===== src/rtl/seq_playback_ctrl.sv =====
// -----------------------------------------------------------------------------
// seq_playback_ctrl
// Plays the "show" phase of the Simon game. On start it reads the sequence
// memory from step 0 up to the latched round length. Each step lights its LED
// for ON_TICKS game ticks, then stays dark for OFF_TICKS ticks. When the last
// step finishes it pulses done for one cycle.
//
// Ports
//   clk        system clock
//   reset      synchronous, active-low reset
//   tick       one-cycle game-rate enable
//   start      playback request; only accepted in IDLE
//   abort      cancel playback; returns to IDLE without done
//   round_len  number of steps to play, latched at start, clamped to DEPTH
//   rd_addr    sequence memory address (taken directly from idx)
//   rd_data    sequence memory data, valid one cycle after rd_addr
//   led        one-hot lit LED; 0 when dark
//   busy       high in every state except IDLE
//   done       one-cycle completion pulse
//   step_idx   current step index (taken directly from idx)
// -----------------------------------------------------------------------------
module seq_playback_ctrl #(
   parameter int DEPTH     = 16,
   parameter int ADDR_W    = 4,
   parameter int ON_TICKS  = 2,
   parameter int OFF_TICKS = 1
) (
   input  logic              clk,
   input  logic              reset,
   input  logic              tick,
   input  logic              start,
   input  logic              abort,
   input  logic [ADDR_W:0]   round_len,
   output logic [ADDR_W-1:0] rd_addr,
   input  logic [1:0]        rd_data,
   output logic [3:0]        led,
   output logic              busy,
   output logic              done,
   output logic [ADDR_W-1:0] step_idx
);

   localparam int MAX_TICKS = (ON_TICKS > OFF_TICKS) ? ON_TICKS : OFF_TICKS;
   localparam int CNT_W     = $clog2(MAX_TICKS + 1);

   localparam logic [ADDR_W:0]  DEPTH_L = (ADDR_W+1)'(DEPTH);
   localparam logic [CNT_W-1:0] ON_L    = CNT_W'(ON_TICKS);
   localparam logic [CNT_W-1:0] OFF_L   = CNT_W'(OFF_TICKS);
   localparam logic [CNT_W-1:0] CNT_ONE = CNT_W'(1);

   typedef enum logic [2:0] {
      S_IDLE,
      S_FETCH,
      S_LATCH,
      S_ON,
      S_GAP,
      S_DONE
   } state_t;

   state_t            state_q, state_d;
   logic [ADDR_W-1:0] idx_q,   idx_d;
   logic [ADDR_W:0]   len_q,   len_d;
   logic [CNT_W-1:0]  cnt_q,   cnt_d;
   logic [3:0]        led_q,   led_d;
   logic              busy_q,  busy_d;
   logic              done_q,  done_d;

   logic [ADDR_W:0]   len_clamped;
   logic              last_step;

   // round_len wider than the memory is clamped so idx can never wrap.
   assign len_clamped = (round_len > DEPTH_L) ? DEPTH_L : round_len;

   // len_q >= 1 whenever this is used (zero length skips straight to DONE).
   assign last_step = ({1'b0, idx_q} == (len_q - 1'b1));

   always_comb begin
      state_d = state_q;
      idx_d   = idx_q;
      len_d   = len_q;
      cnt_d   = cnt_q;
      led_d   = led_q;

      if (abort) begin
         // Abort outranks everything, including start in IDLE and tick.
         state_d = S_IDLE;
         idx_d   = '0;
         cnt_d   = '0;
         led_d   = '0;
      end else begin
         unique case (state_q)
            S_IDLE: begin
               led_d = '0;
               idx_d = '0;
               if (start) begin
                  len_d   = len_clamped;
                  state_d = (len_clamped == '0) ? S_DONE : S_FETCH;
               end
            end

            // rd_addr is held on idx for one cycle; data arrives in LATCH.
            S_FETCH: state_d = S_LATCH;

            S_LATCH: begin
               led_d   = 4'b0001 << rd_data;
               cnt_d   = ON_L;
               state_d = S_ON;
            end

            S_ON: begin
               if (tick) begin
                  if (cnt_q == CNT_ONE) begin
                     led_d   = '0;
                     cnt_d   = OFF_L;
                     state_d = S_GAP;
                  end else begin
                     cnt_d = cnt_q - CNT_ONE;
                  end
               end
            end

            S_GAP: begin
               if (tick) begin
                  cnt_d = cnt_q - CNT_ONE;
                  if (cnt_q == CNT_ONE) begin
                     if (last_step) begin
                        state_d = S_DONE;
                     end else begin
                        idx_d   = idx_q + 1'b1;
                        state_d = S_FETCH;
                     end
                  end
               end
            end

            S_DONE: begin
               idx_d   = '0;
               state_d = S_IDLE;
            end

            default: state_d = S_IDLE;
         endcase
      end

      // Registered status tracks the state being entered, so busy and done
      // line up with the state they describe.
      busy_d = (state_d != S_IDLE);
      done_d = (state_d == S_DONE);
   end

   always_ff @(posedge clk) begin
      if (!reset) begin
         state_q <= S_IDLE;
         idx_q   <= '0;
         len_q   <= '0;
         cnt_q   <= '0;
         led_q   <= '0;
         busy_q  <= 1'b0;
         done_q  <= 1'b0;
      end else begin
         state_q <= state_d;
         idx_q   <= idx_d;
         len_q   <= len_d;
         cnt_q   <= cnt_d;
         led_q   <= led_d;
         busy_q  <= busy_d;
         done_q  <= done_d;
      end
   end

   assign rd_addr  = idx_q;
   assign step_idx = idx_q;
   assign led      = led_q;
   assign busy     = busy_q;
   assign done     = done_q;

endmodule


===== config.mk =====
export PLATFORM = sky130hd
export DESIGN_NAME = seq_playback_ctrl
export DESIGN_NICKNAME = d
export VERILOG_FILES = /design/src/rtl/seq_playback_ctrl.sv
export SDC_FILE = /design/constraint.sdc
export NUM_CORES = 1
export LEC_CHECK = 0
export BUFFER_PORTS_ARGS = -buffer_cell sky130_fd_sc_hd__buf_2
export CORE_MARGIN = 2
export CORE_UTILIZATION = 45
export CTS_CLUSTER_DIAMETER = 120
export DETAILED_ROUTE_END_ITERATION = 16
export PLACE_DENSITY = 0.67
export SYNTH_ARGS = -nofsm -noshare
export SYNTH_HDL_FRONTEND = slang
export SYNTH_SLANG_ARGS = --single-unit

===== constraint.sdc =====
create_clock -name clk -period 2.3 [get_ports clk]
set_input_delay 0 -clock clk [delete_from_list [all_inputs] [get_ports clk]]
set_output_delay 0 -clock clk [all_outputs]
set_load 0.005 [all_outputs]

## Word-level counts from Yosys, hierarchy flattened

Index checks and enable logic that the tools add are counted.

| word-level totals | value |
|---|---|
| bits in registers | 20 |
| bits in latches | 0 |
| RAM bits | 0 |
| ROM bits | 0 |
| input port bits | 12 |
| output and inout port bits | 14 |
| logic and storage cells | 60 |
| memories | 0 |

| operators by class | value |
|---|---|
| add/sub/neg operators | 3 |
| $mul | 0 |
| divide/modulo/power cells | 0 |
| magnitude comparators | 1 |
| eq/ne operators | 13 |
| shift operators | 1 |
| mux-type cells | 21 |
| bitwise operators | 2 |
| reduce and logical (&&, ||, !) cells | 12 |

Operators by type and width:

| operator | number |
|---|---|
| $mux W3 | 8 |
| $mux W4 | 5 |
| $pmux W3 S5 | 1 |
| $pmux W4 S3 | 1 |
| $ne A2 B2 Y1 const B | 5 |
| $eq A3 B3 Y1 const B | 3 |
| $reduce_and A3 Y1 | 3 |
| $reduce_bool A3 Y1 | 3 |
| $pmux W4 S2 | 1 |
| $eq A3 B2 Y1 const B | 2 |
| $mux W2 | 3 |
| $pmux W2 S3 | 1 |
| $eq A4 B5 Y1 | 1 |
| $gt A5 B5 Y1 const B | 1 |
| $logic_not A5 Y1 | 1 |
| $mux W5 | 1 |
| $sub A5 B1 Y5 const B | 1 |
| $add A4 B1 Y4 const B | 1 |
| $reduce_and A4 Y1 | 1 |
| $reduce_or A2 Y1 | 2 |
| $shl A1 B2 Y4 const A | 1 |
| $eq A3 B1 Y1 const B | 1 |
| $logic_not A3 Y1 | 1 |
| $eq A2 B1 Y1 const B | 1 |
| 3 further kinds | 4 |

## Logic depth before layout (Yosys ltp)

| logic depth | value |
|---|---|
| word-level depth | 8 |
| gate-level depth with buffers | 7 |
| depth with buffers taken out | 7 |

## Worst setup path after synthesis

Ideal clock, no wire load.

| timing path | value |
|---|---|
| path type | reg2reg |
| from | reg len_q[0] |
| to | reg idx_q[1] (netlist: rd_addr[1]) |
| data arrival time | 1590 ps |
| required time | 2185 ps |
| path slack | 595 ps |
| stages on the path, launching flop included | 8 |
| path buffers | 0 |
| clock period less this slack | 1705 ps |
| cells stage by stage | dfxtp_1 -> inv_1 -> ha_1 -> xnor2_1 -> a211o_1 -> a211oi_4 -> nor3b_1 -> o21ba_1 |

| between the ends | value |
|---|---|
| cells in the longest elaborated chain, start to end | 4 |

Ends and longest elaborated chain:

| item | RTL line | text |
|---|---|---|
| start, declared | 61 | `logic [ADDR_W:0] len_q, len_d;` |
| start signal, assigned | 162 | `len_q <= len_d;` |
| $sub A5 B1 Y5 | 74 | `assign last_step = ({1'b0, idx_q} == (len_q - 1'b1));` |
| $eq A4 B5 Y1 | 74 |  |
| $ne A2 B2 Y1 (no line) | - |  |
| $reduce_and A4 Y1 (no line) | - |  |
| end signal, assigned | 161 | `idx_q <= idx_d;` |
| end, declared | 60 | `logic [ADDR_W-1:0] idx_q, idx_d;` |

Every way passes these cells.
A chain may end at the register's enable or synchronous reset.

## Final worst setup path

| timing path | value |
|---|---|
| from | reg len_q[0] |
| to | reg idx_q[3] (netlist: rd_addr[3]) |

Same word-level chain as after synthesis.

==> reports/qor.txt <==
Status: finished clean
Inserted Clock Buffers: 3
Synth top area share: 35.8%
Clk_skew: 0.00350 ns
Synthesized Nets: 146
CTS tree: built
WL per Instance: 12.2 um
Slew Limit Fails: 0
Post-synth EDFFs: 0
Final nets: 174
Setup ws final: 0.453 ns
Yosys reg bits: 20
Mean number of vias per cell: 5.34
CP max-delay cell: dfxtp_1
Pre-CTS setup slack: 0.461 ns
Total power draw: 636 uW
Most common cell in the netlist: dfxtp_1
Leakage: 0.000551 uW
DRT antenna net count: 0
Yosys warning count: 0
First-pass GRT wire length: 3830 um
Clk_lat worst skew: 0.30 ns
Final period util: 80.3%
Normalized max-slew margin: 71.9%
Slew @ Worst Pin: 0.417 ns
Vias in the first global route: 878
Multi-input combinational cell area: 656 um^2
Max Freq: 0.541 GHz
PortBufs: 25
HPWL Detailed: 1720 um
Post-Syn Instances: 130
Iteration-0 DRC Markers: 17
WL final: 2290 um
Drc violations: 0
Worst path max stage delay: 0.40 ns
FFs w/ async S/R, synth: 0%
Final setup violating endpoints: 0
Die Y: 53.8 um
Synth top cells by count: 20 x dfxtp_1, 13 x a21oi_1, 11 x nor2_1
# clock sinks: 20
Power Density: 481 nW/um^2
Ant diodes: 0
RSZ-0062 raised after global routing: false
Initial core utilization: 46.4%
Tmin final: 1.85 ns
Die Wd: 53.8 um
Row count: 18
Largest net degree at the start of global routing: 13
Longest Clk Path Bufs: 2
Clock H-tree levels: 1
DR pass1 iterations: 4
Critical path data arrival time: 2.08 ns
Post-CTS Setup Inserts: 0
PostCTS Resize Cnt: 0
Sequential-to-total area share from yosys stat: 35.8%
Placer congestion estimate: 0.694
Final count of hold timing violations: 0
Worst Hold Class: in2reg
Register Area: 400 um^2
Tot GR Track Use: 18.2%
Via Count: 998
GRT overflow: 0
Fill cells: 250
Core Region: 2410 um^2
Crit end category: register
Sum Neg Setup Slack: 0 ns
Avg Cell Area, Syn: 8.59 um^2
Antenna violations before repair: 0
Die area: 2900 um^2
Worst Path Max Fanout: 9
Kind of critical path: reg2reg
Maxcap violations: 0
CTS root buf: clkbuf_4
WP data required: 2.53 ns
I/O pin count: 26
Share of cells above drive strength 1: 20.4%
CTS clock-pin slew for the worst setup and hold paths: 0.12 ns
Startpoint Class: register
Area growth from synthesis to layout: 18.5%
Mapped cell area: 1120 um^2
Top FF cell, synth: dfxtp_1
Cell taking the most area after synthesis: dfxtp_1
Peak supply drop: 283 uV
Cells taking the most area after synthesis: dfxtp_1 36%, a21oi_1 5.8%, nor2b_1 5.6%
CP Cell Sequence: inv_1, ha_1, xnor2_1, a211o_1, a211oi_4, o21ai_0, a21oi_1
Hold_ws: 0.0229 ns
Netlist cell types: 37
-- routing by layer --
layer	up-vias	track usage [%]	share of wire [%]
met5	-	0	0
met4	0	6.41	1.3
met3	4	3.33	4.5
met2	25	29.7	45
met1	450	23.8	49
li1	519	-	-
-- logic make-up (layout without fill, tap and decap cells) --
family                     Yosys count  in the layout  share of synthesized area, %
adders and majority gates            4              4                          4.48
and+or+nand+nor                     47             47                          24.4
DFF                                 20             20                          35.8
AOI/OAI and AO/OA                   40             40                          24.2
muxes                                1              1                         0.896
xor gates and xnor gates             6              6                          4.70
buffers and inverters               12             39                          5.49
-- power breakdown --
group | switching, uW | leakage (uW) | internal, uW | total (uW)
combinational | 35.2 | 0.000368 | 33.7 | 68.9
sequential | 7.49 | 0.000162 | 352 | 360
clock | 111 | 0.0000210 | 96.6 | 208
-- path summary, 6_finish.rpt --
check / endpoint / start / cells past startpoint / slack (ns)
min reg2reg: led[3] / led[3] / 2 / 0.51
min: cnt_q[1] / abort / 3 / 0.02
max reg2reg: rd_addr[3] / len_q[0] / 7 / 0.45
max: rd_addr[3] / len_q[0] / 7 / 0.45
-- area by class of cell --
type                       instances  share of cell area (%)
sequential                        20                    30.2
multi-input combinational         98                    49.5
clock buffer                       4                    2.74
tap                               30                    2.84
inverter                           5                    1.42
timing repair buffer              30                    13.2
-- critical path: cells and delay by family, from the launching register on --
kind / cells / cell delay, ns
xor+xnor: 1 / 0.14
compound gates: 4 / 0.86
flops: 1 / 0.40
buf+inv: 1 / 0.06
fa+ha+maj: 1 / 0.31
-- sequential cells by signal, summed over array words and instances (netlist names) --
signal,cells
rd_addr,4
busy,1
cnt_q,2
done,1
led,4
state_q,3
len_q,5
-- per-stage QoR --
| stage | area [um^2] | util, % | instances |
|---|---|---|---|
| floorplan | 1120 | - | 130 |
| global placement | 1240 | 51.3 | 178 |
| detailed placement | 1240 | 51.3 | 178 |
| CTS | 1320 | 54.9 | 187 |
| global route | 1320 | 54.9 | 187 |
| finish | 1320 | 54.9 | 187 |
-- layout by cell type, fill, tap and decap left out, types with 3 or more instances in the layout --
cell type	instances
a21oi_1	13
buf_2	25
clkbuf_4	3
dfxtp_1	20
dlygate4sd3_1	5
ha_1	4
inv_1	5
nand2_1	5
nand3_1	3
nor2_1	11
nor2b_1	10
nor3b_1	7
o21a_1	3
o21ai_0	6
o21bai_1	3
or3_1	3
xnor2_1	5
-- timing repair --
item,4_1_cts,5_1_grt
endpoints found under the hold margin,10,0
hold buffers,5,0
setup endpoints to repair,0,0
No activity file was read; power rests on OpenSTA's default activity.
